==> config.mk <==
export PLATFORM = sky130hd
export DESIGN_NAME = gated_integrator_ctrl
export DESIGN_NICKNAME = d
export VERILOG_FILES = /design/src/rtl/gated_integrator_ctrl.sv
export SDC_FILE = /design/constraint.sdc
export NUM_CORES = 1
export LEC_CHECK = 0
export CAP_MARGIN = 20
export CORE_UTILIZATION = 26
export DETAILED_ROUTE_END_ITERATION = 6
export SKIP_CTS_REPAIR_TIMING = 1
export SLEW_MARGIN = 20
export SYNTH_ARGS = -nofsm -noshare
export SYNTH_HDL_FRONTEND = slang
export SYNTH_SLANG_ARGS = --single-unit
==> constraint.sdc <==
create_clock -name clk -period 3.4 [get_ports clk]
set_input_delay 0.68 -clock clk [delete_from_list [all_inputs] [get_ports clk]]
set_output_delay 0.68 -clock clk [all_outputs]
set_load 0.01 [all_outputs]
==> src/rtl/gated_integrator_ctrl.sv <==
// gated_integrator_ctrl: trigger-driven sequencer for one gated_integrator.
// Each accepted trigger clears the integrator, gates n samples into it, waits
// for the integrator pipeline to settle and presents the window sum on a
// valid/ready result port.
// Optional idle-sample watchdog: define GI_CTRL_TIMEOUT_EN.
module gated_integrator_ctrl #(
   parameter int P_NBITS_ADDR     = 6,
   parameter int P_NBITS_DATA_OUT = 20,
   parameter int P_GI_LATENCY     = 3,
   parameter int P_NBITS_DROP     = 16,
   parameter int P_TIMEOUT        = 1024
) (
   input  logic                        clk,
   input  logic                        rst,
   input  logic                        trig,
   input  logic [P_NBITS_ADDR-1:0]     cfg_n,
   input  logic                        din_v,
   output logic                        gi_rst,
   output logic [P_NBITS_ADDR-1:0]     gi_n,
   output logic                        gi_wr,
   output logic                        gi_addr_en,
   output logic [P_NBITS_ADDR-1:0]     gi_addr,
   input  logic [P_NBITS_DATA_OUT-1:0] gi_sum,
   output logic [P_NBITS_DATA_OUT-1:0] res,
   output logic [P_NBITS_ADDR-1:0]     res_n,
   output logic                        res_err,
   output logic                        res_valid,
   input  logic                        res_ready,
   output logic                        busy,
   output logic [P_NBITS_DROP-1:0]     drop_cnt
);

   localparam logic [P_NBITS_ADDR-1:0] N_MIN    = P_NBITS_ADDR'(2);
   localparam logic [3:0]              LAT_LAST = 4'(P_GI_LATENCY - 1);

   typedef enum logic [2:0] {
      S_IDLE, S_CLEAR, S_FILL, S_SETTLE, S_HOLD
   } state_t;

   state_t                  state, state_nxt;
   logic [P_NBITS_ADDR-1:0] wcnt;
   logic [P_NBITS_ADDR-1:0] n_last;
   logic [3:0]              lcnt;
   logic                    wr_en, wr_last, settle_done;
   logic                    timeout, timed_out;

   assign gi_addr_en  = 1'b1;
   assign n_last      = gi_n - P_NBITS_ADDR'(1);
   assign wr_en       = (state == S_FILL) && din_v;
   assign wr_last     = wr_en && (wcnt == n_last);
   assign settle_done = (state == S_SETTLE) && (lcnt == LAT_LAST);

`ifdef GI_CTRL_TIMEOUT_EN
   localparam int WD_W = $clog2(P_TIMEOUT + 1);
   logic [WD_W-1:0] wd;

   assign timeout = (state == S_FILL) && !din_v && (wd == WD_W'(P_TIMEOUT - 1));

   // watchdog over consecutive idle FILL cycles; the abort flag lives until the next CLEAR
   always_ff @(posedge clk) begin
      if (rst) begin
         wd        <= '0;
         timed_out <= 1'b0;
      end else begin
         if (state != S_FILL || din_v) wd <= '0;
         else                          wd <= wd + WD_W'(1);
         if (state == S_CLEAR)         timed_out <= 1'b0;
         else if (timeout)             timed_out <= 1'b1;
      end
   end
`else
   logic unused_timeout;
   assign unused_timeout = (P_TIMEOUT > 0);
   assign timeout        = 1'b0;
   assign timed_out      = 1'b0;
`endif

   // state register
   always_ff @(posedge clk) begin
      if (rst) state <= S_IDLE;
      else     state <= state_nxt;
   end

   // next-state and per-state outputs; gi_wr is din_v gated by FILL
   always_comb begin
      state_nxt = state;
      gi_wr     = 1'b0;
      busy      = 1'b1;
      res_valid = 1'b0;
      unique case (state)
         S_IDLE: begin
            busy = 1'b0;
            if (trig) state_nxt = S_CLEAR;
         end
         S_CLEAR: state_nxt = S_FILL;
         S_FILL: begin
            gi_wr = din_v;
            if (wr_last || timeout) state_nxt = S_SETTLE;
         end
         S_SETTLE: if (settle_done) state_nxt = S_SETTLE == S_SETTLE ? S_HOLD : S_HOLD;
         S_HOLD: begin
            res_valid = 1'b1;
            if (res_ready) state_nxt = S_IDLE;
         end
         default: state_nxt = S_IDLE;
      endcase
   end

   // window datapath: length latch, address/write/latency counters, result capture, drop count
   always_ff @(posedge clk) begin
      if (rst) begin
         gi_rst   <= 1'b1;
         gi_addr  <= '0;
         gi_n     <= N_MIN;
         wcnt     <= '0;
         lcnt     <= '0;
         res      <= '0;
         res_n    <= '0;
         res_err  <= 1'b0;
         drop_cnt <= '0;
      end else begin
         // integrator clear is high exactly while in CLEAR
         gi_rst <= (state_nxt == S_CLEAR);
         if (state == S_IDLE && trig)
            gi_n <= (cfg_n < N_MIN) ? N_MIN : cfg_n;
         if (trig && state != S_IDLE && drop_cnt != '1)
            drop_cnt <= drop_cnt + P_NBITS_DROP'(1);
         case (state)
            S_CLEAR: begin
               gi_addr <= '0;
               wcnt    <= '0;
            end
            S_FILL: begin
               lcnt <= '0;
               if (wr_en) begin
                  gi_addr <= (gi_addr == n_last) ? '0 : gi_addr + P_NBITS_ADDR'(1);
                  wcnt    <= wcnt + P_NBITS_ADDR'(1);
               end
            end
            S_SETTLE: begin
               lcnt <= lcnt + 4'd1;
               if (settle_done) begin
                  res     <= gi_sum;
                  // an aborted window reports the writes actually made
                  res_n   <= timed_out ? wcnt : gi_n;
                  res_err <= timed_out;
               end
            end
            S_HOLD: if (res_ready) res_err <= 1'b0;
            default: ;
         endcase
      end
   end

endmodule

==> results of run 1 <==
## final cells by class
class	count	area [sq um]	area share (%)
Multi-Input combinational cell	285	1670	37.7
Sequential cell	68	1360	30.7
Timing Repair Buffer	90	891	20.1
Clock buffer	12	256	5.79
Tap cell	143	179	4.04
Clock inverter	4	47.5	1.07
Inverter	6	22.5	0.508
## where the power goes
group	total [mW]	internal [mW]	switching [mW]
registers	0.832	0.809	0.0233
logic	0.170	0.0913	0.0791
clock network	0.946	0.605	0.341
## cells by family (layout without fill, tap and decap cells)
kind of cell / count (synthesis) / after routing
fa+ha+maj: 6 / 6
simple gates: 177 / 177
buf+inv: 26 / 112
mux: 2 / 2
other cells: 2 / 2
flops: 68 / 68
xor+xnor: 33 / 33
compound gates: 65 / 65
## Yosys cell counts (2+ instances only)
master	n
nor3_1	8
nor4_1	3
ha_1	6
nor3b_1	3
and2_1	4
mux2i_1	2
nand4_1	6
xnor2_1	18
nand2_1	83
and3_1	5
a21o_1	2
buf_6	2
or3_1	3
a21oi_1	41
nor3b_2	2
nand2b_1	6
o21bai_1	2
buf_4	2
o21ai_0	3
nand3_1	9
o21ai_1	4
clkbuf_1	11
a211oi_1	3
inv_1	5
conb_1	2
buf_2	5
nor2_1	32
dfxtp_1	68
xor2_1	14
## tightest hold or removal path, stage by stage, from the launching register on
cell	delay, ns
dfxtp_1	0.30
nand2_1	0.05
a21oi_1	0.05
## path summary, 6_finish.rpt
path                         start                    end  slack [ns]  depth (start not counted)
min reg2reg  res_n[1]$_SDFFE_PP0P_  res_n[1]$_SDFFE_PP0P_        0.45                          2
max reg2reg   lcnt[0]$_SDFFE_PP0P_   res[14]$_SDFFE_PP0P_        1.22                          6
min          res_n[1]$_SDFFE_PP0P_  res_n[1]$_SDFFE_PP0P_        0.45                          2
max            state[1]$_SDFF_PP0_                  gi_wr        0.74                          3
## stage by stage
step,hold slack [ns],cell area [sq um],total power [mW]
2_1_floorplan,0.465,3160,0.946
5_1_grt,0.471,4430,2.04
3_3_place_gp,0.442,4130,1.02
4_1_cts,0.457,4430,1.98
6_report,0.453,4430,1.95
3_5_place_dp,0.449,4130,1.02
## sequential cells by signal (all words and copies together), names as in the netlist
name / flops
drop_cnt: 16
wcnt: 6
res: 20
gi_rst: 1
gi_n: 6
res_n: 6
state: 3
gi_addr: 6
lcnt: 4
## routing by layer
metal	GRT usage [%]	vias up
met1	18.5	1285
met4	4.27	0
li1	-	1436
met2	21.0	71
met5	0	-
met3	4.32	4
==> impl_metrics.env, run 1 <==
export IMPL_outcome="finished, violations left"
export IMPL_violations="DRC"
export IMPL_synth_edf_count=0
export IMPL_synth_nets=416
export IMPL_fin_skew_ns=0.00529
export IMPL_grt_util_all_layers_pct=13.7
export IMPL_path_clk_slew_ns=0.05
export IMPL_synth_area_leaders="dfxtp_1 (43%), nand2_1 (9.9%), a21oi_1 (6.5%)"
export IMPL_drv_slew=0
export IMPL_crit_buf_inv=1
export IMPL_rsz0062_at_grt="false"
export IMPL_min_period_over_period_pct=78.1
export IMPL_gp_congestion=0.800
export IMPL_dp_slack_ns=0.756
export IMPL_cts_sinks=68
export IMPL_cp_cell_sequence="nor2b_2, and3_1, clkdlybuf4s50_1"
export IMPL_rows=39
export IMPL_dieArea_sq_um=12600
export IMPL_synthAdderAreaFrac_pct=2.38
export IMPL_synthToLayoutAreaGrowth_pct=40.2
export IMPL_die_w_um=112
export IMPL_htreeDepth=3
export IMPL_slowest_stage="clkdlybuf4s50_1"
export IMPL_min_period_ns=2.66
export IMPL_drtIter0Drc=119
export IMPL_p_leak_nw=1.53
export IMPL_ant_nets=0
export IMPL_finalHoldViolCount=0
export IMPL_cap_viol_max_count=0
export IMPL_synth_area_leader_cell="dfxtp_1"
export IMPL_vias_per_cell=4.60
export IMPL_syn_inst=379
export IMPL_cts_tree="built"
export IMPL_synth_seq_area_share_pct=43.1
export IMPL_fillers=1182
export IMPL_utilization_pct=38.1
export IMPL_grt_max_degree=33
export IMPL_yosys_area_share_simple_pct=27.7
export IMPL_synth_compound_area_share_pct=12.3
export IMPL_dp_cells=592
export IMPL_cpLargestDelayFamily="simple AND/OR/NAND/NOR gates"
export IMPL_grt_pass1_wl_um=13600
export IMPL_synthFlopType="dfxtp_1"
export IMPL_setup_viol=0
export IMPL_cts_buffers=9
export IMPL_syn_area_sq_um=3160
export IMPL_start_util_pct=27.2
export IMPL_worstSetupPathType="reg2out"
export IMPL_layout_common_cells="clkdlybuf4s50_1 (87), nand2_1 (83), dfxtp_1 (68)"
export IMPL_antenna_cells=0
export IMPL_timing_fmax_mhz=376
export IMPL_synthMuxAreaShare_pct=0.634
export IMPL_nets=497
export IMPL_fin_setup_tns_ns=0
export IMPL_async_flop_share_pct=0
export IMPL_syn_avg_cell_area_sq_um=8.34
export IMPL_worst_hold_path_type="reg2reg"
export IMPL_cp_end_kind="output port"
export IMPL_tightest_slew_ns=0.990
export IMPL_worst_slack_ns=0.743
export IMPL_ir_drop_uv=243
export IMPL_hpwl_um=5760
export IMPL_firstDrtPassIters=6
export IMPL_avgRoutedWirePerCell_um=13.3
export IMPL_synth_xor_area_share_pct=9.66
export IMPL_cts_buffer_depth=2
export IMPL_grt_pass1_vias=2738
export IMPL_cts_root_buffer="clkbuf_16"
export IMPL_required_ns=2.72
export IMPL_finalNonFillerCells=608
export IMPL_drc_errors=8
export IMPL_relSlewSlack_pct=34.0
export IMPL_cp_start_kind="flip-flop"
export IMPL_fp_dieH_um=112
export IMPL_grt_overflow=0
export IMPL_dr_total_vias=2796
export IMPL_powerDensity_nw_per_um2=440
export IMPL_ys_seq_elements=68
export IMPL_max_stage_delay_ns=0.56
export IMPL_wl_met3_um=432
export IMPL_antenna_found_initial=0
export IMPL_wl_met1_um=3940
export IMPL_core_area_sq_um=11600
export IMPL_synth_top_area_share_pct=43.1
export IMPL_critical_path_peak_fanout=10
export IMPL_wirelength_um=8070
export IMPL_port_buffers=88
export IMPL_pin_count=91
export IMPL_final_common_cell="clkdlybuf4s50_1"
export IMPL_drive_gt1_share_pct=7.53
export IMPL_clk_insertion_delay_late_ns=0.33
export IMPL_synth_top_family_by_area="simple AND/OR/NAND/NOR gates"
export IMPL_synth_cell_types=54
export IMPL_topRoutingLayerUsed="met4"
export IMPL_yosysWarnings=0
export IMPL_wl_met2_um=3650
export IMPL_crit_arrival_ns=1.98
(Power assumes the default switching activity.)
==> run 2: changes to the inputs <==
==> constraint.sdc (replaced) <==
create_clock -name clk -period 2.2 [get_ports clk]
set_input_delay 0.44 -clock clk [delete_from_list [all_inputs] [get_ports clk]]
set_output_delay 0.44 -clock clk [all_outputs]
set_load 0.01 [all_outputs]
==> impl_metrics.env, run 2 (same netlist as run 1, synthesis figures left out) <==
export IMPL_drv_slew=0
export IMPL_path_clk_slew_ns=0.05
export IMPL_dr_total_vias=2858
export IMPL_worstSetupPathType="in2out"
export IMPL_wirelength_um=8120
export IMPL_cts_root_buffer="clkbuf_16"
export IMPL_cts_buffer_depth=2
export IMPL_p_total_mw=3.17
export IMPL_antenna_cells=0
export IMPL_cp_start_kind="primary input"
export IMPL_htreeDepth=3
export IMPL_fp_dieH_um=112
export IMPL_cap_viol_max_count=0
export IMPL_rows=39
export IMPL_violations="DRC"
export IMPL_antenna_found_initial=0
export IMPL_cts_tree="built"
export IMPL_pin_count=91
export IMPL_timing_fmax_mhz=477
export IMPL_grt_pass1_vias=2764
export IMPL_layout_common_cells="clkdlybuf4s50_1 (87), nand2_1 (83), dfxtp_1 (67)"
export IMPL_min_period_ns=2.10
export IMPL_vias_per_cell=4.63
export IMPL_fin_skew_ns=0.00737
export IMPL_max_stage_delay_ns=0.54
export IMPL_slowest_stage="clkdlybuf4s50_1"
export IMPL_cpLargestDelayFamily="buffers and inverters"
export IMPL_fin_setup_tns_ns=0
export IMPL_synthToLayoutAreaGrowth_pct=43.7
export IMPL_postPlaceCellArea_sq_um=4190
export IMPL_worst_hold_path_type="reg2reg"
export IMPL_powerDensity_nw_per_um2=697
export IMPL_min_period_over_period_pct=95.3
export IMPL_required_ns=1.76
export IMPL_crit_arrival_ns=1.66
export IMPL_fillers=1177
export IMPL_rsz0062_at_grt="false"
export IMPL_die_w_um=112
export IMPL_port_buffers=88
export IMPL_utilization_pct=39.1
export IMPL_grt_pass1_wl_um=13300
export IMPL_cp_end_kind="output port"
export IMPL_final_common_cell="clkdlybuf4s50_1"
export IMPL_drc_errors=8
export IMPL_firstDrtPassIters=6
export IMPL_tightest_slew_ns=0.668
export IMPL_start_util_pct=27.2
export IMPL_grt_overflow=0
export IMPL_cts_sinks=68
export IMPL_finalHoldViolCount=0
export IMPL_crit_buf_inv=2
export IMPL_largestRegisters="res (20), drop_cnt (16)"
export IMPL_setup_viol=0
export IMPL_drive_gt1_share_pct=9.92
export IMPL_gp_congestion=0.818
export IMPL_grt_util_all_layers_pct=13.3
export IMPL_outcome="finished, violations left"
export IMPL_p_leak_nw=1.59
export IMPL_nets=506
export IMPL_ir_drop_uv=331
export IMPL_dieArea_sq_um=12600
export IMPL_hpwl_um=5840
export IMPL_path_common_cell="clkdlybuf4s50_1"
export IMPL_cp_cell_sequence="clkdlybuf4s50_1, and3_1, clkdlybuf4s50_1"
export IMPL_largest_register="res"
export IMPL_postLayoutCellArea_sq_um=4540
export IMPL_relSlewSlack_pct=55.5
export IMPL_core_area_sq_um=11600
export IMPL_cts_buffers=9
export IMPL_ant_nets=0
export IMPL_clk_insertion_delay_late_ns=0.33
export IMPL_largest_reg_flops=20
export IMPL_critical_path_peak_fanout=3
export IMPL_drtIter0Drc=120
export IMPL_avgRoutedWirePerCell_um=13.2
export IMPL_grt_max_degree=63
-- run 2: cell types whose count changed in the layout (fill, tap and decap cells not counted), sizes merged --
cell / change
buf: +9
clkinv: -2
bufinv: +1
clkbuf: +1
-- run 2: where the power goes --
part           total, mW  switching [mW]  internal, mW
Sequential          1.28          0.0304          1.25
Clock               1.60           0.513          1.08
Combinational      0.287           0.133         0.154
Total               3.17           0.676          2.49
-- run 2: layout make-up --
type | instances | area (sq um) | share of cell area [%]
inverters | 6 | 22.5 | 0.496
well taps | 143 | 179 | 3.94
repair buffers | 99 | 958 | 21.1
clock inverters | 3 | 67.6 | 1.49
multi-input cells | 285 | 1680 | 37.0
flip-flops and latches | 68 | 1360 | 30.0
clock buffers | 13 | 270 | 5.95
-- run 2: worst paths after layout --
path                             from                  endpoint  depth (start not counted)  slack [ns]
min reg2reg       res[0]$_SDFFE_PP0P_       res[0]$_SDFFE_PP0P_                          2        0.45
max                             din_v                     gi_wr                          3        0.10
max reg2reg  drop_cnt[0]$_SDFFE_PP0P_  drop_cnt[3]$_SDFFE_PP0P_                          7        0.24
min               res[0]$_SDFFE_PP0P_       res[0]$_SDFFE_PP0P_                          2        0.45
-- run 2: layer usage --
| layer | wire length, um | share of wire [%] | up-vias | global-route usage, % |
|---|---|---|---|---|
| li1 | - | - | 1450 | - |
| met1 | 3920 | 48 | 1318 | 17.3 |
| met2 | 3610 | 44 | 75 | 20.5 |
| met3 | 451 | 5.6 | 15 | 4.43 |
| met4 | 138 | 1.7 | 0 | 4.89 |
| met5 | 0 | 0 | - | 0 |
-- run 2: worst register-to-register path, cell delays in order (launching register included) --
cell and delay [ns]:
dfxtp_1 0.37, ha_1 0.26, nand3_1 0.15, or3_4 0.44, o21a_4 0.24, and3_4 0.18
xnor2_1 0.12, nor2_1 0.05
-- run 2: metrics by stage --
step	setup WS [ns]	instances	hold WS, ns
floorplan	0.309	379	0.465
global placement	0.0271	601	0.442
detailed placement	0.0201	601	0.446
CTS	-0.0138	617	0.454
global route	0.0407	617	0.472
finish	0.104	617	0.451
